--- config.mk ---
export PLATFORM = sky130hd
export DESIGN_NAME = debug_port
export DESIGN_NICKNAME = d
export VERILOG_FILES = /design/src/rtl/debug_port.sv
export SDC_FILE = /design/constraint.sdc
export NUM_CORES = 1
export LEC_CHECK = 0
export BUFFER_PORTS_ARGS = -buffer_cell sky130_fd_sc_hd__buf_2
export CAP_MARGIN = 20
export CORE_MARGIN = 5
export CORE_UTILIZATION = 55
export DETAILED_ROUTE_END_ITERATION = 12
export PLACE_DENSITY = 0.83
export SETUP_SLACK_MARGIN = 0.1
export SYNTH_ARGS = -nofsm -noshare
export SYNTH_HDL_FRONTEND = slang
export SYNTH_SLANG_ARGS = --single-unit
--- constraint.sdc ---
create_clock -name CLK -period 3.49 [get_ports CLK]
set_input_delay 0 -clock CLK [delete_from_list [all_inputs] [get_ports CLK]]
set_output_delay 0 -clock CLK [all_outputs]
set_load 0.05 [all_outputs]
--- src/rtl/debug_port.sv ---
`default_nettype none
// ============================================================================
// Module   : debug_port
// Purpose  : Host command port that turns status/read/write requests into
//            debug bus cycles (DARGRD/DARGWR) while the CPU is halted, with
//            timeout and stop-loss abort handling.
// Revision : 1.0 - initial release
// ============================================================================
module debug_port #(
  parameter int TIMEOUT = 255
) (
  input  logic        CLK,
  input  logic        RESET,
  input  logic        HOST_CMD_VALID,
  output logic        HOST_CMD_READY,
  input  logic [1:0]  HOST_CMD,
  input  logic [15:0] HOST_ADDR,
  input  logic [15:0] HOST_WDATA,
  output logic        HOST_RSP_VALID,
  input  logic        HOST_RSP_READY,
  output logic [15:0] HOST_RSP_DATA,
  output logic        HOST_RSP_ERR,
  input  logic        STOPPED,
  output logic        DEBUG_REQ,
  output logic        DEBUG_OP,
  output logic [15:0] DEBUG_ADDR,
  output logic [15:0] DEBUG_DOUT,
  input  logic        DEBUG_RD,
  input  logic        DEBUG_WR,
  input  logic [15:0] DEBUG_DIN
);

  localparam logic [1:0]  CMD_STATUS = 2'b00;
  localparam logic [1:0]  CMD_WRITE  = 2'b10;
  localparam logic [1:0]  CMD_RDNEXT = 2'b11;
  localparam logic [15:0] CNT_LAST   = 16'(TIMEOUT - 1);

  typedef enum logic [1:0] {
    IDLE = 2'd0,
    BUSY = 2'd1,
    RESP = 2'd2
  } state_t;

  state_t      state_q, state_d;
  logic [15:0] rsp_data_q, rsp_data_d;
  logic        rsp_err_q, rsp_err_d;
  logic        debug_req_q, debug_req_d;
  logic        debug_op_q, debug_op_d;
  // The debug address register doubles as the "last address" used by cmd 11.
  logic [15:0] debug_addr_q, debug_addr_d;
  logic [15:0] debug_dout_q, debug_dout_d;
  logic [15:0] cnt_q, cnt_d;

  logic [15:0] cmd_addr;
  logic        strobe_match;

  // Next-state logic: command acceptance, bus completion and abort handling.
  always_comb begin
    state_d      = state_q;
    rsp_data_d   = rsp_data_q;
    rsp_err_d    = rsp_err_q;
    debug_req_d  = debug_req_q;
    debug_op_d   = debug_op_q;
    debug_addr_d = debug_addr_q;
    debug_dout_d = debug_dout_q;
    cnt_d        = cnt_q;

    cmd_addr     = (HOST_CMD == CMD_RDNEXT) ? (debug_addr_q + 16'd2) : HOST_ADDR;
    // Only the strobe belonging to the issued operation completes it.
    strobe_match = (DEBUG_RD & ~debug_op_q) | (DEBUG_WR & debug_op_q);

    case (state_q)
      IDLE: begin
        if (HOST_CMD_VALID) begin
          if (HOST_CMD == CMD_STATUS) begin
            rsp_data_d = {15'b0, STOPPED};
            rsp_err_d  = 1'b0;
            state_d    = RESP;
          end else if (!STOPPED) begin
            rsp_data_d = 16'h0000;
            rsp_err_d  = 1'b1;
            state_d    = RESP;
          end else begin
            debug_addr_d = cmd_addr;
            debug_op_d   = (HOST_CMD == CMD_WRITE);
            if (HOST_CMD == CMD_WRITE) begin
              debug_dout_d = HOST_WDATA;
            end
            debug_req_d = 1'b1;
            cnt_d       = 16'd0;
            state_d     = BUSY;
          end
        end
      end
      BUSY: begin
        // Precedence: matching strobe, then timeout, then loss of STOPPED.
        if (strobe_match) begin
          rsp_data_d  = debug_op_q ? debug_dout_q : DEBUG_DIN;
          rsp_err_d   = 1'b0;
          debug_req_d = 1'b0;
          state_d     = RESP;
        end else if (cnt_q == CNT_LAST) begin
          rsp_data_d  = 16'hFFFF;
          rsp_err_d   = 1'b1;
          debug_req_d = 1'b0;
          state_d     = RESP;
        end else if (!STOPPED) begin
          rsp_data_d  = 16'h0000;
          rsp_err_d   = 1'b1;
          debug_req_d = 1'b0;
          state_d     = RESP;
        end else begin
          cnt_d = cnt_q + 16'd1;
        end
      end
      RESP: begin
        if (HOST_RSP_READY) begin
          state_d = IDLE;
        end
      end
      default: begin
        state_d     = IDLE;
        debug_req_d = 1'b0;
      end
    endcase
  end

  // State and datapath registers with asynchronous clear.
  always_ff @(posedge CLK or posedge RESET) begin
    if (RESET) begin
      state_q      <= IDLE;
      rsp_data_q   <= 16'h0000;
      rsp_err_q    <= 1'b0;
      debug_req_q  <= 1'b0;
      debug_op_q   <= 1'b0;
      debug_addr_q <= 16'h0000;
      debug_dout_q <= 16'h0000;
      cnt_q        <= 16'h0000;
    end else begin
      state_q      <= state_d;
      rsp_data_q   <= rsp_data_d;
      rsp_err_q    <= rsp_err_d;
      debug_req_q  <= debug_req_d;
      debug_op_q   <= debug_op_d;
      debug_addr_q <= debug_addr_d;
      debug_dout_q <= debug_dout_d;
      cnt_q        <= cnt_d;
    end
  end

  assign HOST_CMD_READY = (state_q == IDLE) & ~RESET;
  assign HOST_RSP_VALID = (state_q == RESP);
  assign HOST_RSP_DATA  = rsp_data_q;
  assign HOST_RSP_ERR   = rsp_err_q;
  assign DEBUG_REQ      = debug_req_q;
  assign DEBUG_OP       = debug_op_q;
  assign DEBUG_ADDR     = debug_addr_q;
  assign DEBUG_DOUT     = debug_dout_q;

endmodule
`default_nettype wire

==> results of run 1 <==
[power breakdown]
group	total, mW	switching, mW	internal [mW]
registers	1.35	0.297	1.05
clock network	0.789	0.295	0.494
logic	1.79	1.29	0.504
[final cells by class]
class / count / share of cell area
tap: 99 / 0.0243
clock buffer: 12 / 0.0284
clock inverter: 4 / 0.0186
timing repair buffer: 142 / 0.169
inverter: 14 / 0.0103
sequential: 69 / 0.338
multi-input combinational: 301 / 0.411
[registers in the layout (all words and copies together), names as in the netlist]
signal,flops
DEBUG_ADDR,16
HOST_RSP_ERR,1
DEBUG_OP,1
DEBUG_REQ,1
DEBUG_DOUT,16
cnt_q,16
HOST_RSP_DATA,16
state_q,2
[timing repair]
| item | in CTS | in global routing |
|---|---|---|
| endpoints found under the hold margin | 69 | 0 |
| setup endpoints to repair | 0 | 0 |
| hold buffers | 28 | 0 |
[cells in the final DEF (no fill, tap or decap), drive strengths merged, types with 2 or more instances in the layout]
cell type    instances
bufinv               3
and4b                2
mux2i                4
buf                114
mux2                32
nand3               18
nor4                 4
o22ai                7
a21oi               21
o211ai              21
ha                   6
o21ai               33
nor3                 8
and4                 3
o2111ai             14
o21a                 2
nor2b                4
dfrtp               69
or4                  4
inv                 14
a211oi               2
or3                  2
and3                 6
clkbuf              12
nand4               12
nand2b               6
a41oi                2
a31oi               15
nand2               39
nor2                 8
a2bb2oi              8
dlygate4sd3         28
[stage by stage]
| stage | std cells | power (mW) |
|---|---|---|
| finish | 641 | 3.93 |
| global route | 641 | 4.13 |
| CTS | 641 | 3.93 |
| detailed placement | 597 | 3.12 |
| global placement | 597 | 3.06 |
| floorplan | 416 | 2.67 |
[critical path, stage by stage (launching register included)]
cell and delay [ps]:
dfrtp_1 490, and2b_1 550, nand2_1 640, o21ai_0 420, a22oi_1 140
[layer usage]
layer	wire length, microns	vias to the layer above
met2	5500	164
met3	849	14
met4	144	0
met5	0	-
li1	-	1831
met1	4520	1875
[how the worst max path moves through the flow]
stage / from / endpoint / slack [ps] / cells after the start
2_1_floorplan: DEBUG_ADDR[1]$_DFFE_PP0P_ / DEBUG_ADDR[15]$_DFFE_PP0P_ / 1490 / 6
3_3_place_gp: state_q[1]$_DFFE_PP0P_ / HOST_RSP_DATA[6]$_DFFE_PP0P_ / 1270 / 4
3_5_place_dp: state_q[1]$_DFFE_PP0P_ / HOST_RSP_DATA[10]$_DFFE_PP0P_ / 1120 / 4
4_1_cts: state_q[1]$_DFFE_PP0P_ / HOST_RSP_DATA[10]$_DFFE_PP0P_ / 1140 / 4
5_1_grt: state_q[1]$_DFFE_PP0P_ / HOST_RSP_DATA[10]$_DFFE_PP0P_ / 920 / 4
6_report: state_q[1]$_DFFE_PP0P_ / HOST_RSP_DATA[10]$_DFFE_PP0P_ / 1080 / 4
[cells by family after synthesis]
group                    Yosys count  share of synthesized area
AO/OA/AOI/OAI                    137                      0.228
AND/OR/NAND/NOR                  122                      0.174
adder cells (fa/ha/maj)            6                     0.0186
multiplexers                      36                     0.0991
buffers and inverters             46                     0.0529
flip-flops                        69                      0.427
==> impl_metrics.yaml, run 1 <==
critical_path:
  critical_path_arrival_ps: 2600
  cp_max_fo: 30
  path_class: "flip-flop to flip-flop"
  rrSetupSlack_ps: 1080
  r2r-start: "state_q[1]$_DFFE_PP0P_"
  endpoint_kind: "flip-flop"
  crit_required_ps: 3670
  timing.rr.end: "HOST_RSP_DATA[10]$_DFFE_PP0P_"
  crit_path_start_kind: "flip-flop"
  r2r_cells: 4
yosys:
  ys_async_sr_fraction: 1.00
  synthTopCellsByCount: "dfrtp_1 (69), nand2_1 (38), o21ai_0 (28)"
  syn_inst: 416
  yosysUniqueCellTypes: 61
  mappedNetlistArea_sq_um: 4040
  synth-main-ff-cell: "dfrtp_1"
  synth_top_cell_area_share: 0.427
  synthTopCellsByArea: "dfrtp_1 (43%), mux2_1 (4.5%), mux2_2 (4.5%)"
  ys_warn_count: 0
  ys_seq_area_frac: 0.427
  postSynthAreaPerCell_sq_um: 9.71
  yosysMostFrequentCell: "dfrtp_1"
  synth_top_area_cell: "dfrtp_1"
  synth-edff-count: 0
  ys_ff_latch: 69
  syn_nets: 479
placed_design:
  place_congestion: 0.848
  place_ws_ps: 1120
  placed_cell_area_sq_um: 4590
  hpwl_mm: 7.58
  port_buffers: 109
final_layout:
  post-route-util: 0.708
  fin_nets: 600
  syn_to_final_growth_pct: 26.4
  drive_gt1_frac: 0.290
  fillCellCount: 542
  seq_area_sq_um: 1730
  n_antenna_cell: 0
  design_area_sq_um: 5110
  multi_input_area_sq_um: 2100
flow_run:
  drv_cap: 0
cts:
  cts_tree: "yes"
  cts_setup_buffers: 0
  cts_num_sinks: 69
  cts_buffer_depth: 2
  h-tree-depth: 3
  cts_root_buf: "clkbuf_8"
  clk_latency_ps: 340
  cts_buffers: 9
  clk_pin_slew_ps: 70
  cts_resized: 0
global_route:
  grt_use_total: 0.250
  gr-total-overflow: 0
  grt.met3_usage: 0.0493
  grt_start_max_net_pins: 44
  grt_pass1_wl_mm: 18.0
  use_met2: 0.411
  grt_use_met1: 0.335
  antenna_found_initial: 0
  busiest_layer: "met2"
  grt_pass1_vias: 3675
sta:
  rsz0062_at_grt: "no"
  drv_slew: 0
  period_needed_ps: 2410
  min_period_over_period: 0.692
  slew-limit-headroom: 0.384
  worst-slew-pin-transition_ps: 922
  tns_ps: 0
  hold_ws_ps: 7.74
  fin_skew_ps: 9.54
  worst_slack_ps: 1080
  fmax_ghz: 0.414
  hold_viol_final: 0
  final-setup-viol-count: 0
die:
  core_area_sq_um: 7210
  die_w_microns: 95.7
  fp.dieH_microns: 95.7
  io-pin-count: 110
  initial_core_util: 0.560
  fp-row-count: 31
  dieArea_sq_um: 9160
drt:
  drc: 0
  via_per_inst: 6.06
  wire_per_inst_microns: 17.2
  first_pass_iters: 5
  via_count: 3884
  postRouteAntennaNets: 0
  drtIter0Drc: 357
  routed_wl_mm: 11.0
pwr:
  power_leakage_nw: 2.27
  irDropWorstVdd_uv: 476
  power_density_nw_per_um2: 770
outcome:
  status: "complete, no violations"
min_path:
  min_from: "HOST_ADDR[10]"
  hold_path.class: "input port to flip-flop"
  whs_path_depth: 3
  hold_end: "DEBUG_ADDR[10]$_DFFE_PP0P_"
(Power assumes the default switching activity.)
==> run 2, diff against run 1 <==
Settings changed: CORE_UTILIZATION 55 to 53, PLACE_DENSITY 0.83 to 0.81.
Clock period 3.49 ns to 2.5 ns, I/O delays scaled along.
==> impl_metrics.yaml, run 2 (same netlist as run 1, synthesis figures left out) <==
outcome:
  status: "complete, no violations"
sta:
  hold_ws_ps: 35.0
  slew-limit-headroom: 0.572
  tns_ps: 0
  worst_slack_ps: 476
  worst-slew-pin-transition_ps: 642
  rsz0062_at_grt: "no"
  final-setup-viol-count: 0
  period_needed_ps: 2020
  fmax_ghz: 0.494
  fin_skew_ps: 13.3
  min_period_over_period: 0.809
  drv_slew: 0
  hold_viol_final: 0
critical_path:
  slowest_stage: "o21ai_2"
  crit_path_start_kind: "flip-flop"
  crit_required_ps: 2710
  cp.depth: 6
  timing.rr.end: "HOST_RSP_DATA[2]$_DFFE_PP0P_"
  worstPathCellList: "inv_1 -> ha_1 -> nor4b_2 -> and4_1 -> o21ai_2 -> o211ai_1"
  path_class: "flip-flop to flip-flop"
  r2r-start: "cnt_q[0]$_DFFE_PP0P_"
  endpoint_kind: "flip-flop"
  critical_path_arrival_ps: 2230
  crit_buf_inv: 1
  cp_max_fo: 15
  critPathTopFamily: "compound AO/OA/AOI/OAI gates"
  r2r_cells: 6
  rrSetupSlack_ps: 480
  slowest_delay_ps: 550
drt:
  drc: 0
  wire_per_inst_microns: 17.3
  first_pass_iters: 7
  routed_wl_mm: 11.3
  via_count: 3938
  via_per_inst: 6.05
  postRouteAntennaNets: 0
  drtIter0Drc: 298
placed_design:
  dp_cells: 604
  placed_cell_area_sq_um: 4650
  hpwl_mm: 7.73
  place_congestion: 0.902
  port_buffers: 109
  place_ws_ps: 514
min_path:
  whs_path_depth: 4
  min_from: "HOST_ADDR[14]"
  hold_path.class: "input port to flip-flop"
  hold_end: "DEBUG_ADDR[14]$_DFFE_PP0P_"
global_route:
  antenna_found_initial: 0
  grt_pass1_vias: 3740
  grt_start_max_net_pins: 50
  grt.met3_usage: 0.0560
  gr-total-overflow: 0
  grt_use_met1: 0.326
  grt_pass1_wl_mm: 18.6
  grt_use_total: 0.238
  busiest_layer: "met2"
  use_met2: 0.372
final_layout:
  final_common_cell: "buf_2"
  seq_area_sq_um: 1730
  fillCellCount: 546
  design_area_sq_um: 5170
  syn_to_final_growth_pct: 28.0
  stdcell_count: 651
  drive_gt1_frac: 0.301
  n_antenna_cell: 0
  multi_input_area_sq_um: 2100
  fin_nets: 610
  post-route-util: 0.705
  layout_common_cells: "buf_2 (109), dfrtp_1 (69), nand2_1 (38)"
cts:
  cts_buffers: 9
  cts_root_buf: "clkbuf_8"
  cts_num_sinks: 69
  clk_pin_slew_ps: 80
  cts_tree: "yes"
  cts_resized: 0
  clk_latency_ps: 350
  h-tree-depth: 3
  cts_buffer_depth: 2
flow_run:
  drv_cap: 0
die:
  die_w_microns: 97.3
  initial_core_util: 0.551
  fp.dieH_microns: 97.3
  fp-row-count: 31
  core_area_sq_um: 7330
  dieArea_sq_um: 9470
  io-pin-count: 110
pwr:
  power_leakage_nw: 2.30
  power_density_nw_per_um2: 1040
  irDropWorstVdd_uv: 634
  p_total_mw: 5.36
## run 2: cell types whose count changed in the layout (fill, tap and decap cells not counted)
| cell | previous run | this run |
|---|---|---|
| buf_4 | 5 | 11 |
| dlygate4sd3_1 | 28 | 31 |
| bufinv_16 | 3 | 1 |
| clkbuf_1 | 2 | 0 |
| clkinv_4 | 0 | 2 |
| clkinvlp_4 | 0 | 2 |
| buf_12 | 0 | 1 |
| clkinv_2 | 1 | 0 |
| inv_6 | 0 | 1 |
## run 2: worst max-delay path by stage
stage                               from                            end  slack (ps)
6_report            cnt_q[0]$_DFFE_PP0P_   HOST_RSP_DATA[2]$_DFFE_PP0P_         480
5_1_grt             cnt_q[0]$_DFFE_PP0P_   HOST_RSP_DATA[3]$_DFFE_PP0P_         370
4_1_cts             cnt_q[0]$_DFFE_PP0P_   HOST_RSP_DATA[2]$_DFFE_PP0P_         500
3_5_place_dp        cnt_q[0]$_DFFE_PP0P_  HOST_RSP_DATA[14]$_DFFE_PP0P_         510
3_3_place_gp        cnt_q[0]$_DFFE_PP0P_  HOST_RSP_DATA[12]$_DFFE_PP0P_         570
2_1_floorplan  DEBUG_ADDR[1]$_DFFE_PP0P_     DEBUG_ADDR[15]$_DFFE_PP0P_         500
## run 2: cell type report
type	count	share of cell area
multi-input cells	301	0.406
flip-flops and latches	69	0.334
repair buffers	152	0.185
clock buffers	10	0.0266
well taps	99	0.0240
clock inverters	6	0.0138
inverters	14	0.0102
## run 2: report_power, final
| group | internal [mW] | switching [mW] | leakage [nW] | total (mW) |
|---|---|---|---|---|
| clock network | 0.495 | 0.461 | 0.0991 | 0.956 |
| logic | 0.719 | 1.80 | 1.32 | 2.52 |
| registers | 1.47 | 0.419 | 0.880 | 1.89 |
| total | 2.68 | 2.68 | 2.30 | 5.36 |
## run 2: repair_timing
item                       in CTS  in global routing
hold buffers                   31                  0
buffers inserted                0                  0
setup endpoints to repair       0                  0
hold endpoints to repair       50                  0
## run 2: layer usage
layer / share of wire / up-vias / wire (microns)
met5: 0 / - / 0
met4: 0.020 / 0 / 220
met3: 0.067 / 20 / 757
met2: 0.47 / 166 / 5350
met1: 0.44 / 1899 / 4940
li1: - / 1853 / -
## run 2: worst reg2reg max path, delay by kind of cell (launching register included)
family                     cells  cell delay [ps]
AOI/OAI and AO/OA              2              750
DFF                            1              410
and+or+nand+nor                2              440
buffers and inverters          1              100
adders and majority gates      1              200
